### config.mk
export PLATFORM = sky130hd
export DESIGN_NAME = axi4s_upsizer_flat
export DESIGN_NICKNAME = d
export VERILOG_FILES = /design/src/rtl/axi4s_upsizer_if.sv /design/src/rtl/axi4s_upsizer.sv /design/src/flat_wrapper.sv
export SDC_FILE = /design/constraint.sdc
export NUM_CORES = 1
export LEC_CHECK = 0
export CELL_PAD_IN_SITES_DETAIL_PLACEMENT = 0
export CELL_PAD_IN_SITES_GLOBAL_PLACEMENT = 1
export CORE_MARGIN = 2
export CORE_UTILIZATION = 38
export DETAILED_ROUTE_END_ITERATION = 6
export GPL_TIMING_DRIVEN = 0
export PLACE_DENSITY = 0.88
export SETUP_SLACK_MARGIN = 0.2
export SLEW_MARGIN = 20
export SYNTH_ARGS = -nofsm -noshare
export SYNTH_HDL_FRONTEND = slang
export SYNTH_SLANG_ARGS = --single-unit
### constraint.sdc
create_clock -name clk -period 3.2 [get_ports clk]
set_input_delay 0.48 -clock clk [delete_from_list [all_inputs] [get_ports clk]]
set_output_delay 0.48 -clock clk [all_outputs]
set_load 0.01 [all_outputs]
### src/rtl/axi4s_upsizer_if.sv
// Stream bundle for axi4s_upsizer: narrow input beats on the axi4s_i_* side
// and packed wide words on the axi4s_o_* side.
// slave modport  = the upsizer's view.
// master modport = the environment's view (FIFO upstream, wide consumer downstream).
interface axi4s_upsizer_if #(
  parameter int tuser_bit_width_p = 8,
  parameter int pack_ratio_p      = 4
);
  localparam int count_width_lp = $clog2(pack_ratio_p + 1);

  logic                                      axi4s_i_tready;
  logic [tuser_bit_width_p-1:0]              axi4s_i_tuser;
  logic                                      axi4s_i_tvalid;
  logic                                      axi4s_o_tready;
  logic [pack_ratio_p*tuser_bit_width_p-1:0] axi4s_o_tuser;
  logic                                      axi4s_o_tvalid;
  logic [count_width_lp-1:0]                 axi4s_o_tcount;

  modport slave (
    output axi4s_i_tready,
    input  axi4s_i_tuser,
    input  axi4s_i_tvalid,
    input  axi4s_o_tready,
    output axi4s_o_tuser,
    output axi4s_o_tvalid,
    output axi4s_o_tcount
  );

  modport master (
    input  axi4s_i_tready,
    output axi4s_i_tuser,
    output axi4s_i_tvalid,
    output axi4s_o_tready,
    input  axi4s_o_tuser,
    input  axi4s_o_tvalid,
    input  axi4s_o_tcount
  );
endinterface

### src/rtl/axi4s_upsizer.sv
// axi4s_upsizer: packs pack_ratio_p narrow beats into one wide AXI4-S beat.
// The accumulator collects lanes while the output register holds the previous
// word, so one input beat per cycle is sustained.
// Optional feature macro: AXI4S_UPSIZER_TIMEOUT_EN adds an idle timer that
// flushes a partially filled word after cr_timeout idle cycles.
module axi4s_upsizer #(
  parameter int tuser_bit_width_p = 8,
  parameter int pack_ratio_p      = 4,
  parameter int timeout_width_p   = 8
) (
  input  logic                       clk,
  input  logic                       rst,
  axi4s_upsizer_if.slave             bus,
  input  logic [timeout_width_p-1:0] cr_timeout,
  output logic [31:0]                sr_word_count
);
  localparam int cw_lp = $clog2(pack_ratio_p + 1);
  localparam int ww_lp = pack_ratio_p * tuser_bit_width_p;

  typedef enum logic {OUT_FREE, OUT_HELD} out_state_t;

  out_state_t       out_state, out_state_next;
  logic [cw_lp-1:0] lane_cnt;
  logic [ww_lp-1:0] accumulator, acc_next;
  logic [ww_lp-1:0] o_tuser_q;
  logic [cw_lp-1:0] o_tcount_q;

  logic in_xfer, out_xfer, out_free, last_lane;
  logic full_load, flush_load, load;

  assign last_lane = (lane_cnt == cw_lp'(pack_ratio_p - 1));
  assign out_xfer  = bus.axi4s_o_tvalid && bus.axi4s_o_tready;
  assign out_free  = !bus.axi4s_o_tvalid || bus.axi4s_o_tready;

  // The last lane may only enter when the output register can take the word.
  assign bus.axi4s_i_tready = !rst && !(last_lane && bus.axi4s_o_tvalid && !bus.axi4s_o_tready);
  assign in_xfer   = bus.axi4s_i_tvalid && bus.axi4s_i_tready;
  assign full_load = in_xfer && last_lane;
  assign load      = full_load || flush_load;

  assign bus.axi4s_o_tvalid = (out_state == OUT_HELD);
  assign bus.axi4s_o_tuser  = o_tuser_q;
  assign bus.axi4s_o_tcount = o_tcount_q;

`ifdef AXI4S_UPSIZER_TIMEOUT_EN
  logic [timeout_width_p-1:0] timer;
  logic                       timeout_hit;

  // Using >= keeps a match alive if cr_timeout is lowered below the timer.
  assign timeout_hit = (cr_timeout != '0) && (timer >= cr_timeout);
  assign flush_load  = timeout_hit && !in_xfer && (lane_cnt != '0) && out_free;

  // Idle timer: counts stalled cycles of a partial word, saturates at the limit.
  always_ff @(posedge clk) begin
    if (rst) begin
      timer <= '0;
    end else if (in_xfer || (lane_cnt == '0) || flush_load) begin
      timer <= '0;
    end else if (timer < cr_timeout) begin
      timer <= timer + 1'b1;
    end
  end
`else
  logic unused_cr_timeout;

  assign flush_load        = 1'b0;
  assign unused_cr_timeout = |cr_timeout;
`endif

  // Accumulator with the current beat merged into its lane.
  always_comb begin
    acc_next = accumulator;
    if (in_xfer) begin
      acc_next[int'(lane_cnt)*tuser_bit_width_p +: tuser_bit_width_p] = bus.axi4s_i_tuser;
    end
  end

  // Lane counter and accumulator: fill lane by lane, restart empty after a load.
  always_ff @(posedge clk) begin
    if (rst) begin
      lane_cnt    <= '0;
      accumulator <= '0;
    end else if (load) begin
      lane_cnt    <= '0;
      accumulator <= '0;
    end else if (in_xfer) begin
      lane_cnt    <= lane_cnt + 1'b1;
      accumulator <= acc_next;
    end
  end

  // Output register data: captured on a full or flushed word, otherwise stable.
  always_ff @(posedge clk) begin
    if (rst) begin
      o_tuser_q  <= '0;
      o_tcount_q <= '0;
    end else if (full_load) begin
      o_tuser_q  <= acc_next;
      o_tcount_q <= cw_lp'(pack_ratio_p);
    end else if (flush_load) begin
      o_tuser_q  <= accumulator;
      o_tcount_q <= lane_cnt;
    end
  end

  // Output register state flop.
  always_ff @(posedge clk) begin
    if (rst) begin
      out_state <= OUT_FREE;
    end else begin
      out_state <= out_state_next;
    end
  end

  // A new load wins over a drain, so back-to-back words leave no bubble.
  always_comb begin
    out_state_next = out_state;
    if (load) begin
      out_state_next = OUT_HELD;
    end else if (out_xfer) begin
      out_state_next = OUT_FREE;
    end
  end

  // Delivered wide-word counter; wraps naturally at 32 bits.
  always_ff @(posedge clk) begin
    if (rst) begin
      sr_word_count <= '0;
    end else if (out_xfer) begin
      sr_word_count <= sr_word_count + 32'd1;
    end
  end
endmodule

### src/flat_wrapper.sv
// flat-port wrapper written by rule: the top's interface ports become plain ports
module axi4s_upsizer_flat 
#(
  parameter int tuser_bit_width_p = 8,
  parameter int pack_ratio_p      = 4,
  parameter int timeout_width_p   = 8
)
  (clk, rst, cr_timeout, sr_word_count, bus_axi4s_i_tready, bus_axi4s_i_tuser, bus_axi4s_i_tvalid, bus_axi4s_o_tready, bus_axi4s_o_tuser, bus_axi4s_o_tvalid, bus_axi4s_o_tcount);
  axi4s_upsizer_if #(.tuser_bit_width_p(tuser_bit_width_p), .pack_ratio_p(pack_ratio_p)) bus_i ();
  input  logic clk;
  input  logic rst;
  input  logic [timeout_width_p-1:0] cr_timeout;
  output logic [31:0] sr_word_count;
  output wire logic [$bits(bus_i.axi4s_i_tready)-1:0] bus_axi4s_i_tready;
  input wire logic [$bits(bus_i.axi4s_i_tuser)-1:0] bus_axi4s_i_tuser;
  input wire logic [$bits(bus_i.axi4s_i_tvalid)-1:0] bus_axi4s_i_tvalid;
  input wire logic [$bits(bus_i.axi4s_o_tready)-1:0] bus_axi4s_o_tready;
  output wire logic [$bits(bus_i.axi4s_o_tuser)-1:0] bus_axi4s_o_tuser;
  output wire logic [$bits(bus_i.axi4s_o_tvalid)-1:0] bus_axi4s_o_tvalid;
  output wire logic [$bits(bus_i.axi4s_o_tcount)-1:0] bus_axi4s_o_tcount;
  assign bus_axi4s_i_tready = bus_i.axi4s_i_tready;
  assign bus_i.axi4s_i_tuser = bus_axi4s_i_tuser;
  assign bus_i.axi4s_i_tvalid = bus_axi4s_i_tvalid;
  assign bus_i.axi4s_o_tready = bus_axi4s_o_tready;
  assign bus_axi4s_o_tuser = bus_i.axi4s_o_tuser;
  assign bus_axi4s_o_tvalid = bus_i.axi4s_o_tvalid;
  assign bus_axi4s_o_tcount = bus_i.axi4s_o_tcount;
  axi4s_upsizer #(.tuser_bit_width_p(tuser_bit_width_p), .pack_ratio_p(pack_ratio_p), .timeout_width_p(timeout_width_p)) u_core (.clk(clk), .rst(rst), .bus(bus_i), .cr_timeout(cr_timeout), .sr_word_count(sr_word_count));
endmodule
==> After elaboration in Yosys (flattened, before gate mapping) <==
Cells that the tools add are included.
W data, S select, Z words.
{ "word_totals": {"inputBits": 20, "regBits": 101, "word_cells": 27} }
{ "classes": {"reduce_logical": 11, "n_addsub": 3, "muxes": 4, "shift": 2, "n_eq_ne": 1} }
{ "op_table": {"columns": ["cell", "count"], "rows": [
  ["$neg A6 Y33", 1],
  ["$shift A8 B33 Y32 const A", 1],
  ["$shiftx A8 B33 Y32", 1],
  ["$add A32 B1 Y32 const B", 1],
  ["$bwmux W32", 1],
  ["$mux W32", 1],
  ["$logic_and A1 B1 Y1", 6],
  ["$add A3 B1 Y3 const B", 1],
  ["$eq A3 B2 Y1 const B", 1],
  ["$logic_not A1 Y1", 3],
  ["$mux W1", 2],
  ["$reduce_bool A2 Y1", 1],
  ["$reduce_or A2 Y1", 1]
]} }

==> Depth between registers and ports, before layout <==
{ "depth": {"ltp_word": 8, "mapped_depth": 8, "mapped_depth_nobuf": 7} }

==> Worst setup path after synthesis <==
No wires, ideal clock.
{ "synth_timing": {"path_kind": "reg2reg", "from": "reg u_core.lane_cnt[0]", "to": "reg u_core.o_tuser_q[0], in the netlist u_core.bus.axi4s_o_tuser[0]", "t_arrival_ps": 2187, "setup_ps": 128, "n_path_buf": 1, "path_slack_ps": 885, "stages_incl_launch_ff": 9, "t_required_ps": 3072, "cell_sequence": "dfxtp_1 -> clkbuf_1 -> inv_1 -> ha_1 -> ha_1 -> nor4b_1 -> nand4_1 -> mux2i_1 -> o21ai_0"} }
{ "synth_via": {"elab_chain_len": 7} }
{ "synth_rtl": {"columns": ["element", "line", "text"], "rows": [
  ["from (decl)", "axi4s_upsizer.sv:23", "logic [cw_lp-1:0] lane_cnt;"],
  ["from (signal assigned)", "axi4s_upsizer.sv:87", "lane_cnt <= lane_cnt + 1'b1;"],
  ["branches (longest 7 deep; another with $neg A6 Y33)", null, null],
  ["to (signal assigned)", "axi4s_upsizer.sv:98", "o_tuser_q <= acc_next;"],
  ["to (signal assigned)", "axi4s_upsizer.sv:101", "o_tuser_q <= accumulator;"],
  ["to (decl)", "axi4s_upsizer.sv:25", "logic [ww_lp-1:0] o_tuser_q;"]
]} }
Parallel ways; which one is timed is not known.
A chain may end at the register's enable or synchronous reset.

==> Final worst setup path <==
{ "layout_timing": {"from": "in bus_axi4s_o_tready", "to": "out bus_axi4s_i_tready"} }
{ "layout_via": {"elab_chain_len": 4} }
{ "layout_rtl": {"columns": ["element", "line", "text"], "rows": [
  ["from (decl)", "flat_wrapper.sv:17", "input wire logic [$bits(bus_i.axi4s_o_tready)-1:0] bus_axi4s_o_tready;"],
  ["$logic_not A1 Y1", "axi4s_upsizer.sv:36", "assign bus.axi4s_i_tready = !rst && !(last_lane && bus.axi4s_o_tvalid && !bus.axi4s_o_tready);"],
  ["$logic_and A1 B1 Y1", "axi4s_upsizer.sv:36", null],
  ["$logic_not A1 Y1", "axi4s_upsizer.sv:36", null],
  ["$logic_and A1 B1 Y1", "axi4s_upsizer.sv:36", null],
  ["to (decl)", "flat_wrapper.sv:14", "output wire logic [$bits(bus_i.axi4s_i_tready)-1:0] bus_axi4s_i_tready;"]
]} }
Every way passes these cells.

==> impl_metrics.env <==
export IMPL_worst_pin_slew_ns=0.600
export IMPL_multiInputGateArea_sq_um=2100
export IMPL_nets=579
export IMPL_drive_above_1_share_pct=4.68
export IMPL_ctsHoldBuffers=0
export IMPL_place_ws_ns=0.197
export IMPL_viasPerCell=5.37
export IMPL_layout_setup_ws_ns=0.444
export IMPL_routed_wl_um=11100
export IMPL_rsz0062_at_grt="false"
export IMPL_synth_cell_types=40
export IMPL_finalCritPeriodShare_pct=86.1
export IMPL_wl_met2_um=5350
export IMPL_syn_inst=461
export IMPL_clockBufferDepth=2
export IMPL_synth_warnings=0
export IMPL_grt_max_degree=17
export IMPL_finClkSkew_ns=0.00635
export IMPL_slew_headroom_pct=59.9
export IMPL_cts_setup_buffers=0
export IMPL_initial_core_util_pct=39.1
export IMPL_drtPass1Iterations=4
export IMPL_core_sq_um=10900
export IMPL_grt_antenna_before_repair=0
export IMPL_synth_edf_count=0
export IMPL_cts_resized=0
export IMPL_io_pins=89
export IMPL_regArea_sq_um=2020
export IMPL_htreeDepth=3
export IMPL_ys_flop_type="dfxtp_1"
export IMPL_grt_overflow_total=0
export IMPL_p_per_area_nw_per_um2=463
export IMPL_highest_layer="met4"
export IMPL_drt_iter0_drc=195
export IMPL_syn_area_per_cell_sq_um=9.28
export IMPL_setup_viol_count_final=0
export IMPL_end_kind="output pin"
export IMPL_root_buffer="clkbuf_16"
export IMPL_status="finished, final reports clean"
export IMPL_clock_fmax_ghz=0.363
export IMPL_routedWlPerCell_um=15.9
export IMPL_final_hold_violation_count=0
export IMPL_tns_ns=0
export IMPL_cp_arrival_ns=2.28
export IMPL_diodes=0
export IMPL_grt_pass1_vias=3641
export IMPL_worstPathRequired_ns=2.72
export IMPL_crit_path_max_fanout=9
export IMPL_numCtsBuffers=9
export IMPL_die_h_um=110
export IMPL_route_met3_wl_um=447
export IMPL_cap_violations=0
export IMPL_yosysMostFrequentCell="dfxtp_1"
export IMPL_synth_area_sq_um=4280
export IMPL_wl_met1_um=5060
export IMPL_area_growth_pct=30.1
export IMPL_vdd_ir_drop_max_v=0.000332
export IMPL_seq_area_frac_synth_pct=47.3
export IMPL_place_hpwl_um=7720
export IMPL_cts_tree="yes"
export IMPL_grt_first_pass_wirelength_um=17900
export IMPL_synth_top_area_share_pct=47.3
export IMPL_die_area_sq_um=12100
export IMPL_synthTopCellsByArea="dfxtp_1 (47%), mux2i_1 (7.5%), nand3b_1 (5.8%)"
export IMPL_synth_commonest_cells="dfxtp_1 (101), nor2_1 (47), o21ai_0 (38)"
export IMPL_ys_ff_latch=101
export IMPL_num_rows=38
export IMPL_clkLatencyLatePin_ns=0.34
export IMPL_hp_class="reg -> reg"
export IMPL_clk_pin_slew_worst_paths_ns=0.07
export IMPL_cts_sinks=101
export IMPL_drv_slew=0
export IMPL_fillerInstances=1022
export IMPL_drc=0
export IMPL_start_kind="input pin"
export IMPL_async_reset_ff_share_pct=0
export IMPL_grt_use_total_pct=19.0
export IMPL_num_vias=3735
export IMPL_synth_top_area_cell="dfxtp_1"
export IMPL_fin_crit_ns=2.76
export IMPL_p_leak_nw=2.00
export IMPL_critPathKind="in -> out"
export IMPL_routabilityCongestion=0.813
export IMPL_io_buffers=78
export IMPL_postRouteAntennaNets=0
export IMPL_die_w_um=110
==> registers in the layout, indices dropped and copies added, names as in the netlist <==
signal,count
u_core.accumulator,32
u_core.bus.axi4s_o_tcount,1
u_core.lane_cnt,3
u_core.bus.axi4s_o_tvalid,1
u_core.sr_word_count,32
u_core.bus.axi4s_o_tuser,32
==> stage by stage <==
step	cell area (sq um)	instances	hold slack, ns	power [mW]	utilization (%)
5_1_grt	5570	696	0.495	2.65	50.9
3_3_place_gp	5240	680	0.462	1.42	47.9
3_5_place_dp	5240	680	0.466	1.42	47.9
6_report	5570	696	0.474	2.57	50.9
2_1_floorplan	4280	462	0.454	1.37	-
4_1_cts	5560	695	0.477	2.59	50.8
==> worst max-delay path: stages <==
cell             delay, ns
clkdlybuf4s50_1       0.62
nand3b_1              0.35
nor2b_1               0.24
clkdlybuf4s50_1       0.57
==> cells in the final DEF, fill, tap and decap left out, types with 3 or more instances in the layout <==
cell type,n
dfxtp_1,101
clkdlybuf4s50_1,78
nor2_1,47
o21ai_0,38
nand3b_1,33
mux2i_1,32
clkbuf_1,25
a21oi_1,22
nand2_1,17
or4_1,13
nand3_1,12
nand4_1,12
and3_1,12
o31ai_1,12
clkbuf_16,9
and2_1,8
nor3b_1,8
xnor2_1,8
inv_1,7
ha_1,7
and4_1,6
xor2_1,5
nor2b_1,3
nand2b_1,3
buf_2,3
or3_1,3
nor4_1,3
nor3_1,3
buf_4,3
==> where the power goes <==
group          switching, mW  total (mW)  internal, mW
Combinational         0.0751       0.127        0.0517
Clock                  0.475        1.18         0.705
Sequential           0.00439        1.27          1.26
==> logic make-up (layout without fill, tap and decap cells) <==
family | Yosys count | in the layout | share of synthesized area [%]
compound gates | 75 | 75 | 9.74
xor+xnor | 13 | 13 | 2.66
fa+ha+maj | 7 | 7 | 2.05
buf+inv | 39 | 133 | 3.69
flops | 101 | 101 | 47.3
mux | 32 | 32 | 7.49
other cells | 1 | 2 | 0.0877
simple gates | 193 | 193 | 27.0
==> worst paths after layout <==
path                                             start                                         to  slack, ns  cells past startpoint
max reg2reg            u_core.lane_cnt[0]$_SDFFE_PP0N_  u_core.bus.axi4s_o_tuser[25]$_SDFFE_PP0P_       0.64                      7
max                                 bus_axi4s_o_tready                         bus_axi4s_i_tready       0.44                      4
min          u_core.bus.axi4s_o_tcount[2]$_SDFFE_PP0P_  u_core.bus.axi4s_o_tcount[2]$_SDFFE_PP0P_       0.47                      2
min reg2reg  u_core.bus.axi4s_o_tcount[2]$_SDFFE_PP0P_  u_core.bus.axi4s_o_tcount[2]$_SDFFE_PP0P_       0.47                      2
==> metal layers <==
| metal | GRT usage (%) | vias to the layer above |
|---|---|---|
| li1 | - | 1826 |
| met1 | 24.1 | 1808 |
| met2 | 31.7 | 85 |
| met3 | 4.12 | 16 |
| met4 | 7.32 | 0 |
| met5 | 0 | - |
==> cell type report <==
type,instances,area share [%]
flip-flops and latches,101,36.3
well taps,140,3.15
inverters,7,0.472
repair buffers,79,14.2
plain buffers,32,2.36
clock inverters,5,1.48
multi-input cells,322,37.8
clock buffers,10,4.29
Note: power is estimated with default switching activity, not from simulation.
